`src/rtl/fpga_cfg_pkg.sv`:
```
// Shared fixed-point configuration, rounding modes and the round/saturate helper.
package fpga_cfg_pkg;

   localparam int unsigned FP_WIDTH         = 32;
   localparam int unsigned FP_QFRAC         = 16;
   localparam int unsigned FP_MUL_LATENCY   = 3;
   localparam int unsigned FP_MUL_LANES_MAX = 8;

   // The helper works on a fixed maximum width so any caller up to 64-bit operands can share it.
   localparam int unsigned FX_WMAX = 64;
   localparam int unsigned FX_PMAX = 2 * FX_WMAX;
   localparam int unsigned FX_EW   = FX_PMAX + 1;

   typedef enum logic [1:0] {
      FX_RND_TRUNC   = 2'd0,
      FX_RND_HALF_UP = 2'd1,
      FX_RND_CONV    = 2'd2,
      FX_RND_RSVD    = 2'd3
   } fx_rnd_e;

   // Round a sign-extended product by qfrac bits and saturate to width bits; returns {ovf, q}.
   function automatic logic [FX_WMAX:0] fx_sat_round(input logic signed [FX_PMAX-1:0] p,
                                                     input fx_rnd_e                   mode,
                                                     input logic [7:0]                width,
                                                     input logic [7:0]                qfrac);
      logic signed [FX_EW-1:0] pe;
      logic signed [FX_EW-1:0] half;
      logic signed [FX_EW-1:0] sum;
      logic signed [FX_EW-1:0] q;
      logic signed [FX_EW-1:0] qmax;
      logic signed [FX_EW-1:0] qmin;
      logic        [FX_EW-1:0] frac_mask;
      logic                    tie;
      logic                    ovf;
      logic [FX_WMAX-1:0]      r;

      // One extra bit of headroom keeps the rounding add from wrapping.
      pe        = {p[FX_PMAX-1], p};
      half      = $signed(FX_EW'(1) << (qfrac - 8'd1));
      frac_mask = (FX_EW'(1) << qfrac) - FX_EW'(1);
      tie       = ((pe & frac_mask) == half);

      case (mode)
         FX_RND_HALF_UP: sum = pe + half;
         // On an exact tie only round up when the floor result is odd.
         FX_RND_CONV:    sum = (tie && !pe[qfrac]) ? pe : pe + half;
         default:        sum = pe;
      endcase

      q    = sum >>> qfrac;
      qmax = $signed((FX_EW'(1) << (width - 8'd1)) - FX_EW'(1));
      qmin = -$signed(FX_EW'(1) << (width - 8'd1));

      if (q > qmax) begin
         ovf = 1'b1;
         r   = qmax[FX_WMAX-1:0];
      end else if (q < qmin) begin
         ovf = 1'b1;
         r   = qmin[FX_WMAX-1:0];
      end else begin
         ovf = 1'b0;
         r   = q[FX_WMAX-1:0];
      end
      return {ovf, r};
   endfunction

endpackage

```
`src/rtl/fx_mul_lane.sv`:
```
// Single-lane signed fixed-point multiply with rounding and saturation, LATENCY register stages.
module fx_mul_lane
   import fpga_cfg_pkg::*;
#(
   parameter int unsigned WIDTH   = FP_WIDTH,
   parameter int unsigned QFRAC   = FP_QFRAC,
   parameter int unsigned LATENCY = FP_MUL_LATENCY
) (
   input  logic             clk,
   input  logic             rst_n,
   input  logic             en_i,
   input  logic [WIDTH-1:0] a_i,
   input  logic [WIDTH-1:0] b_i,
   input  fx_rnd_e          mode_i,
   output logic [WIDTH-1:0] result_o,
   output logic             ovf_o,
   output logic             ovf_nxt_c
);

   localparam int unsigned PW = 2 * WIDTH;

   logic signed [PW-1:0]  prod_fin;
   fx_rnd_e               mode_fin;
   logic [FX_WMAX:0]      sr_c;
   logic                  unused_sr;
   logic [WIDTH-1:0]      result_q;
   logic                  ovf_q;

   if (LATENCY == 1) begin : g_l1
      // Single stage: multiply straight from the ports into the output register.
      assign prod_fin = PW'($signed(a_i)) * PW'($signed(b_i));
      assign mode_fin = mode_i;
   end else begin : g_ln
      logic signed [WIDTH-1:0] a_q;
      logic signed [WIDTH-1:0] b_q;
      fx_rnd_e                 mode_q;

      // Stage 0: capture operands and rounding mode.
      always_ff @(posedge clk or negedge rst_n) begin
         if (!rst_n) begin
            a_q    <= '0;
            b_q    <= '0;
            mode_q <= FX_RND_TRUNC;
         end else if (en_i) begin
            a_q    <= a_i;
            b_q    <= b_i;
            mode_q <= mode_i;
         end
      end

      if (LATENCY == 2) begin : g_l2
         assign prod_fin = PW'(a_q) * PW'(b_q);
         assign mode_fin = mode_q;
      end else begin : g_l3
         localparam int unsigned D = LATENCY - 2;
         logic signed [PW-1:0] p_q [D];
         fx_rnd_e              m_q [D];

         // Stage 1 registers the full product; later stages just delay it to the output.
         always_ff @(posedge clk or negedge rst_n) begin
            if (!rst_n) begin
               for (int k = 0; k < D; k++) begin
                  p_q[k] <= '0;
                  m_q[k] <= FX_RND_TRUNC;
               end
            end else if (en_i) begin
               p_q[0] <= PW'(a_q) * PW'(b_q);
               m_q[0] <= mode_q;
               for (int k = 1; k < D; k++) begin
                  p_q[k] <= p_q[k-1];
                  m_q[k] <= m_q[k-1];
               end
            end
         end

         assign prod_fin = p_q[D-1];
         assign mode_fin = m_q[D-1];
      end
   end

   assign sr_c      = fx_sat_round(FX_PMAX'(prod_fin), mode_fin, 8'(WIDTH), 8'(QFRAC));
   assign unused_sr = ^sr_c;
   assign ovf_nxt_c = sr_c[FX_WMAX];

   // Final stage: rounded, saturated result and its overflow flag.
   always_ff @(posedge clk or negedge rst_n) begin
      if (!rst_n) begin
         result_q <= '0;
         ovf_q    <= 1'b0;
      end else if (en_i) begin
         result_q <= sr_c[WIDTH-1:0];
         ovf_q    <= sr_c[FX_WMAX];
      end
   end

   assign result_o = result_q;
   assign ovf_o    = ovf_q;

endmodule

```
`src/rtl/fx_mul_pipe.sv`:
```
// Multi-lane fixed-point multiplier with valid/ready handshake, tag pass-through and sticky overflow.
module fx_mul_pipe
   import fpga_cfg_pkg::*;
#(
   parameter int unsigned WIDTH   = FP_WIDTH,
   parameter int unsigned QFRAC   = FP_QFRAC,
   parameter int unsigned LANES   = 1,
   parameter int unsigned LATENCY = FP_MUL_LATENCY,
   parameter int unsigned TAGW    = 8
) (
   input  logic                   clk,
   input  logic                   rst_n,
   input  logic                   in_valid_i,
   output logic                   in_ready_o,
   input  logic [LANES*WIDTH-1:0] a_i,
   input  logic [LANES*WIDTH-1:0] b_i,
   input  logic [1:0]             rnd_mode_i,
   input  logic [TAGW-1:0]        tag_in_i,
   output logic                   out_valid_o,
   input  logic                   out_ready_i,
   output logic [LANES*WIDTH-1:0] result_o,
   output logic [LANES-1:0]       ovf_o,
   output logic [TAGW-1:0]        tag_out_o,
   output logic                   ovf_sticky_o,
   input  logic                   ovf_clr_i
);

   logic               en_c;
   logic [LATENCY-1:0] v_q;
   logic [LATENCY-1:0] v_d;
   logic [TAGW-1:0]    tag_q [LATENCY];
   logic [LANES-1:0]   ovf_nxt_c;
   logic               sticky_q;
   logic               sticky_d;

   // Whole pipeline advances unless the output is held by the consumer.
   assign en_c       = !v_q[LATENCY-1] || out_ready_i;
   assign in_ready_o = en_c;

   // Valid bits shift alongside the data; bubbles are kept.
   always_comb begin
      v_d    = '0;
      v_d[0] = in_valid_i;
      for (int k = 1; k < LATENCY; k++) begin
         v_d[k] = v_q[k-1];
      end
   end

   // Valid and tag pipeline registers.
   always_ff @(posedge clk or negedge rst_n) begin
      if (!rst_n) begin
         v_q <= '0;
         for (int k = 0; k < LATENCY; k++) begin
            tag_q[k] <= '0;
         end
      end else if (en_c) begin
         v_q      <= v_d;
         tag_q[0] <= tag_in_i;
         for (int k = 1; k < LATENCY; k++) begin
            tag_q[k] <= tag_q[k-1];
         end
      end
   end

   for (genvar l = 0; l < LANES; l++) begin : g_lane
      fx_mul_lane #(
         .WIDTH   (WIDTH),
         .QFRAC   (QFRAC),
         .LATENCY (LATENCY)
      ) u_lane (
         .clk       (clk),
         .rst_n     (rst_n),
         .en_i      (en_c),
         .a_i       (a_i[l*WIDTH +: WIDTH]),
         .b_i       (b_i[l*WIDTH +: WIDTH]),
         .mode_i    (fx_rnd_e'(rnd_mode_i)),
         .result_o  (result_o[l*WIDTH +: WIDTH]),
         .ovf_o     (ovf_o[l]),
         .ovf_nxt_c (ovf_nxt_c[l])
      );
   end

   // Sticky sets as an overflowing item lands in the output stage; a set beats a clear.
   always_comb begin
      sticky_d = sticky_q && !ovf_clr_i;
      if (en_c && v_d[LATENCY-1] && (|ovf_nxt_c)) begin
         sticky_d = 1'b1;
      end
   end

   // Sticky overflow register.
   always_ff @(posedge clk or negedge rst_n) begin
      if (!rst_n) begin
         sticky_q <= 1'b0;
      end else begin
         sticky_q <= sticky_d;
      end
   end

   assign out_valid_o  = v_q[LATENCY-1];
   assign tag_out_o    = tag_q[LATENCY-1];
   assign ovf_sticky_o = sticky_q;

endmodule

```
`config.mk`:
```
export PLATFORM = sky130hd
export DESIGN_NAME = fx_mul_pipe
export DESIGN_NICKNAME = d
export VERILOG_FILES = /design/src/rtl/fpga_cfg_pkg.sv /design/src/rtl/fx_mul_lane.sv /design/src/rtl/fx_mul_pipe.sv
export SDC_FILE = /design/constraint.sdc
export NUM_CORES = 2
export LEC_CHECK = 0
export CORE_ASPECT_RATIO = 0.9
export CORE_MARGIN = 2
export CORE_UTILIZATION = 65
export CTS_CLUSTER_DIAMETER = 150
export DETAILED_ROUTE_END_ITERATION = 12
export MAX_ROUTING_LAYER = met4
export PLACE_DENSITY = 0.83
export SLEW_MARGIN = 30
export SYNTH_ARGS = -nofsm -noshare
export SYNTH_HDL_FRONTEND = slang
export SYNTH_SLANG_ARGS = --single-unit
```
`constraint.sdc`:
```
create_clock -name clk -period 17 [get_ports clk]
set_input_delay 5.1 -clock clk [delete_from_list [all_inputs] [get_ports clk]]
set_output_delay 5.1 -clock clk [all_outputs]
set_load 0.1 [all_outputs]
```
-- Word-level counts from Yosys, hierarchy flattened
Cells that the tools add are included.
- register bits after elaboration: 193
- input port bits: 79
- logic and storage cells: 34
- $add $sub $neg: 1
- $mul: 1
- $lt $le $gt $ge: 2
- eq/ne operators: 3
- multiplexer cells: 7
- reductions and logical operators: 8
- operators by type and width (cell ; count):
    129-bit one-hot mux with 2 select lines ; 1
    129-bit 2-to-1 mux ; 1
    113-bit by 32-bit greater-than comparator with 1-bit output, second input constant ; 1
    113-bit by 32-bit < comparator with 1-bit output, second input constant ; 1
    64-bit by 17-bit adder with 65-bit output, second input constant ; 1
    32-bit by 32-bit multiplier with 64-bit output ; 1
    32-bit 2-to-1 mux ; 2
    16-bit == test, second input constant ; 1
    1-bit logical AND ; 4
    1-bit logical NOT ; 3
    1-bit 2-to-1 mux ; 3
    2-bit by 1-bit == test with 1-bit output, second input constant ; 1
    2-bit == test, second input constant ; 1
    1-bit logical OR ; 1

-- Longest topological paths before layout
- depth after elaboration: 9
- gate-level depth with buffers: 31
- gate-level depth less buffers: 29

-- Cells and area by module
Synthesis repeated with hierarchy kept, for this count alone.
- cells, all modules: 4892
- area total of the unflattened synthesis: 46233.1 µm²
- by module, submodules not included (module ; times used ; cells each ; area an instance (µm²) ; seq. area each (µm²)):
    fx_mul_lane ; 1 ; 4823 ; 45092.0 ; 4129.0
    fx_mul_pipe ; 1 ; 69 ; 1141.1 ; 700.7

-- Least setup slack after synthesis
Ideal clock, no wire load.
- path kind: input-to-output
- start point: input port out_ready_i
- end point: output port in_ready_o
- arrival time: 6.688 ns
- required time: 11.900 ns
- setup slack: 5.212 ns
- cell stages on the path: 5
- buffers on the path: 3
- cell sequence: nor2b_1 clkbuf_1 inv_2 clkbuf_1 clkbuf_1
- longest elaborated chain between the ends: 1
- ends and longest elaborated chain (element ; RTL line ; text):
    start: declaration ; fx_mul_pipe.sv:20 ; input logic out_ready_i,
    1-bit logical OR ; fx_mul_pipe.sv:37 ; assign en_c = !v_q[LATENCY-1] || out_ready_i;
    end: declaration ; fx_mul_pipe.sv:14 ; output logic in_ready_o,
No other way between the ends.

-- Final worst setup path
Same ends and word-level chain as after synthesis.

==> results.yml <==
grt:
  grt_pass1_wl_um: 197000
  grt_overflow: 0
  grt_start_max_net_pins: 119
  antenna_found_initial: 1
  grtUsageTotal_pct: 35.1
  grt_pass1_vias: 38200
synth:
  syn_area_um2: 46100
  ys_types: 80
  ys_seq_elements: 193
  yosysWarnings: 0
  syn_nets: 6506
  yosysSeqAreaShare_pct: 10.5
  syn_avg_cell_area_um2: 8.93
  synth_edf_count: 0
  synth-main-ff-cell: "dfrtp_1"
  synthArstFlopShare_pct: 100
  synthCells: 5158
cells_and_area:
  layout-drive-gt1-share_pct: 3.00
  nNetsFinal: 6435
  multiInputGateArea_um2: 35900
  seq_area_um2: 4830
  area_delta_synth_final_pct: 5.47
  fillers: 5288
drt:
  drcViolationCount: 0
  route.vias.total: 34800
  wl_per_cell_um: 19.0
  drt_iter0_drc: 2586
  drt_first_pass_iters: 6
  ant_nets: 0
  via_per_inst: 5.76
  wl_um: 115000
floorplan:
  start_util_pct: 65.7
  fp.dieH_um: 257
  io_pins: 123
  dieArea_um2: 73000
  die_w_um: 285
  core_um2: 70100
  row_count: 92
sta:
  slew_headroom_pct: 29.5
  finalClockSkew_ps: 19.4
  grt_setup_unrepaired: "no"
  fmax_mhz: 80.9
  fin_setup_tns_ps: 0
  setup_viol: 0
  hold_viol_final: 0
  finalMaxSlewViolations: 0
  tightestPinTransition_ps: 1040
  finalCritPeriodShare_pct: 72.7
  period_minus_slack_ps: 12360
hold_path:
  hold_path_depth: 2
  hp-class: "flip-flop to flip-flop"
cts:
  cts_resized: 0
  cts.sinks: 193
  root_buffer: "clkbuf_16"
  clk_latency_ps: 520
  cts_max_level: 4
  hold_buffers: 0
  cts_tree: "built"
  clk_pin_slew_worst_paths_ps: 80
  clock_path_buffers: 2
  cts_buffers: 17
  post_cts_buffers: 0
placed_design:
  port-buffer-count: 122
  dp_hpwl_um: 90200
  gp_congestion: 0.938
run_status:
  status: "complete, no violations"
worst_setup_path:
  critPathCaptureType: "primary output"
  critical_path_class: "input port to primary output"
  crit_arrival_ps: 7260
  worst_setup_path_start_kind: "input port"
  path_max_fanout: 64
  required_ps: 11900
  reg2reg_depth: 25
flow_run:
  cap_violations: 0
[final cells by class]
type / instances / area share (%)
Multi-Input combinational cell: 3539 / 73.8
Sequential cell: 193 / 9.94
Inverter: 1136 / 8.78
Timing Repair Buffer: 200 / 3.78
Tap cell: 940 / 2.42
Clock buffer: 17 / 0.875
Clock inverter: 15 / 0.409
Antenna cell: 1 / 0.00515
[routing by layer]
layer | track usage [%] | vias up | routed length [um]
met5 | - | - | 0
met2 | 56.5 | 1642 | 56200
li1 | - | 15000 | -
met4 | 12.4 | 0 | 4620
met1 | 45.0 | 17700 | 44100
met3 | 6.80 | 384 | 10000
[placed cells by master, fill, tap and decap left out, types with 5 or more instances in the layout]
cell type,instances
o311ai_0,5
or2_2,7
o211ai_1,9
inv_1,1135
clkdlybuf4s50_1,121
nor4_1,12
a211oi_1,10
fa_1,1082
o21ai_0,101
and4_1,8
and3_1,24
o21bai_1,7
buf_4,76
xnor2_1,48
nand2b_1,23
nor3b_1,11
nor2_1,140
nand2_1,915
o21a_1,9
a21oi_1,126
clkbuf_16,17
or3_1,5
and2_1,491
a31oi_1,38
clkinv_8,6
ha_1,187
xor2_1,21
nand3_1,47
o31ai_1,10
nand4_1,27
nor2b_1,8
nor3_1,31
mux2i_1,5
a21o_1,39
dfrtp_1,191
a2111oi_1,5
a41oi_1,5
nor4_2,9
[cell usage after synthesis, types with 7 or more instances]
library cell,number,area share [%]
and2_1,491,6.7
a21oi_1,127,1.4
buf_2,7,0.076
or2_2,7,0.095
inv_1,1135,9.2
a21o_1,39,0.64
nor2b_1,9,0.12
o21bai_1,7,0.11
ha_1,187,5.1
o21ai_0,101,1.1
o211ai_1,9,0.15
nor3b_1,11,0.18
buf_4,10,0.16
a31oi_1,38,0.52
nand2b_1,23,0.31
nor4_2,9,0.24
xnor2_1,48,0.91
nor3_1,31,0.34
nor2_1,140,1.1
fa_1,1082,47
and3_1,24,0.33
dfrtp_1,193,10
and4_1,8,0.15
clkbuf_1,264,2.2
o21a_1,9,0.15
nand4_1,27,0.37
o31ai_1,10,0.16
nand3_1,47,0.51
buf_1,8,0.065
nand2_1,915,7.5
a211oi_1,10,0.16
xor2_1,21,0.40
nor4_1,12,0.16
[logic make-up after synthesis]
group	count (synthesis)	share of synthesized area, %
AOI/OAI and AO/OA	410	5.52
xor gates and xnor gates	69	1.31
adders and majority gates	1269	52.1
buffers and inverters	1426	11.7
DFF	193	10.5
muxes	9	0.206
and+or+nand+nor	1782	18.7
[worst max-delay path: stages]
cell,delay (ps)
clkdlybuf4s50_1,500
nor2b_4,60
inv_6,340
clkdlybuf4s50_1,1230
[metrics by stage]
step / setup slack [ps] / std cells / util [%] / hold slack [ps] / area [um2]
finish: 4640 / 6041 / 69.3 / 470 / 48600
global route: 4530 / 6040 / 69.3 / 496 / 48600
CTS: 4630 / 6038 / 69.3 / 475 / 48600
detailed placement: 4640 / 6006 / 68.4 / 455 / 47900
global placement: 4640 / 6006 / 68.4 / 449 / 47900
floorplan: 5210 / 5158 / - / 439 / 46100
[registers in the layout, indices dropped and copies added (netlist names)]
| register | cells |
|---|---|
| g_lane.u_lane.g_ln.a_q | 32 |
| g_lane.u_lane.g_ln.b_q | 32 |
| g_lane.u_lane.g_ln.g_l3.m_q | 2 |
| g_lane.u_lane.g_ln.g_l3.p_q | 64 |
| g_lane.u_lane.g_ln.mode_q | 2 |
| g_lane.u_lane.ovf_o | 1 |
| g_lane.u_lane.result_o | 32 |
| ovf_sticky_o | 1 |
| tag_out_o | 8 |
| tag_q | 16 |
| v_q | 3 |
[worst paths after layout]
kind / start / to / slack (ps)
setup / recovery: out_ready_i / in_ready_o / 4640
hold / removal: tag_out_o[0] / tag_out_o[0] / 470
setup reg to reg: g_lane[0].u_lane.g_ln.b_q[4] / g_lane[0].u_lane.g_ln.g_l3.p_q[60] / 7650
hold reg to reg: tag_out_o[0] / tag_out_o[0] / 470
max in group asynchronous: rst_n / g_lane[0].u_lane.g_ln.a_q[14] / 11280
min in group asynchronous: rst_n / g_lane[0].u_lane.g_ln.a_q[6] / 4510
Power is left out: the tool's default activity adds up to more than one toggle a clock period on the data nets, which glitch-free logic cannot reach.
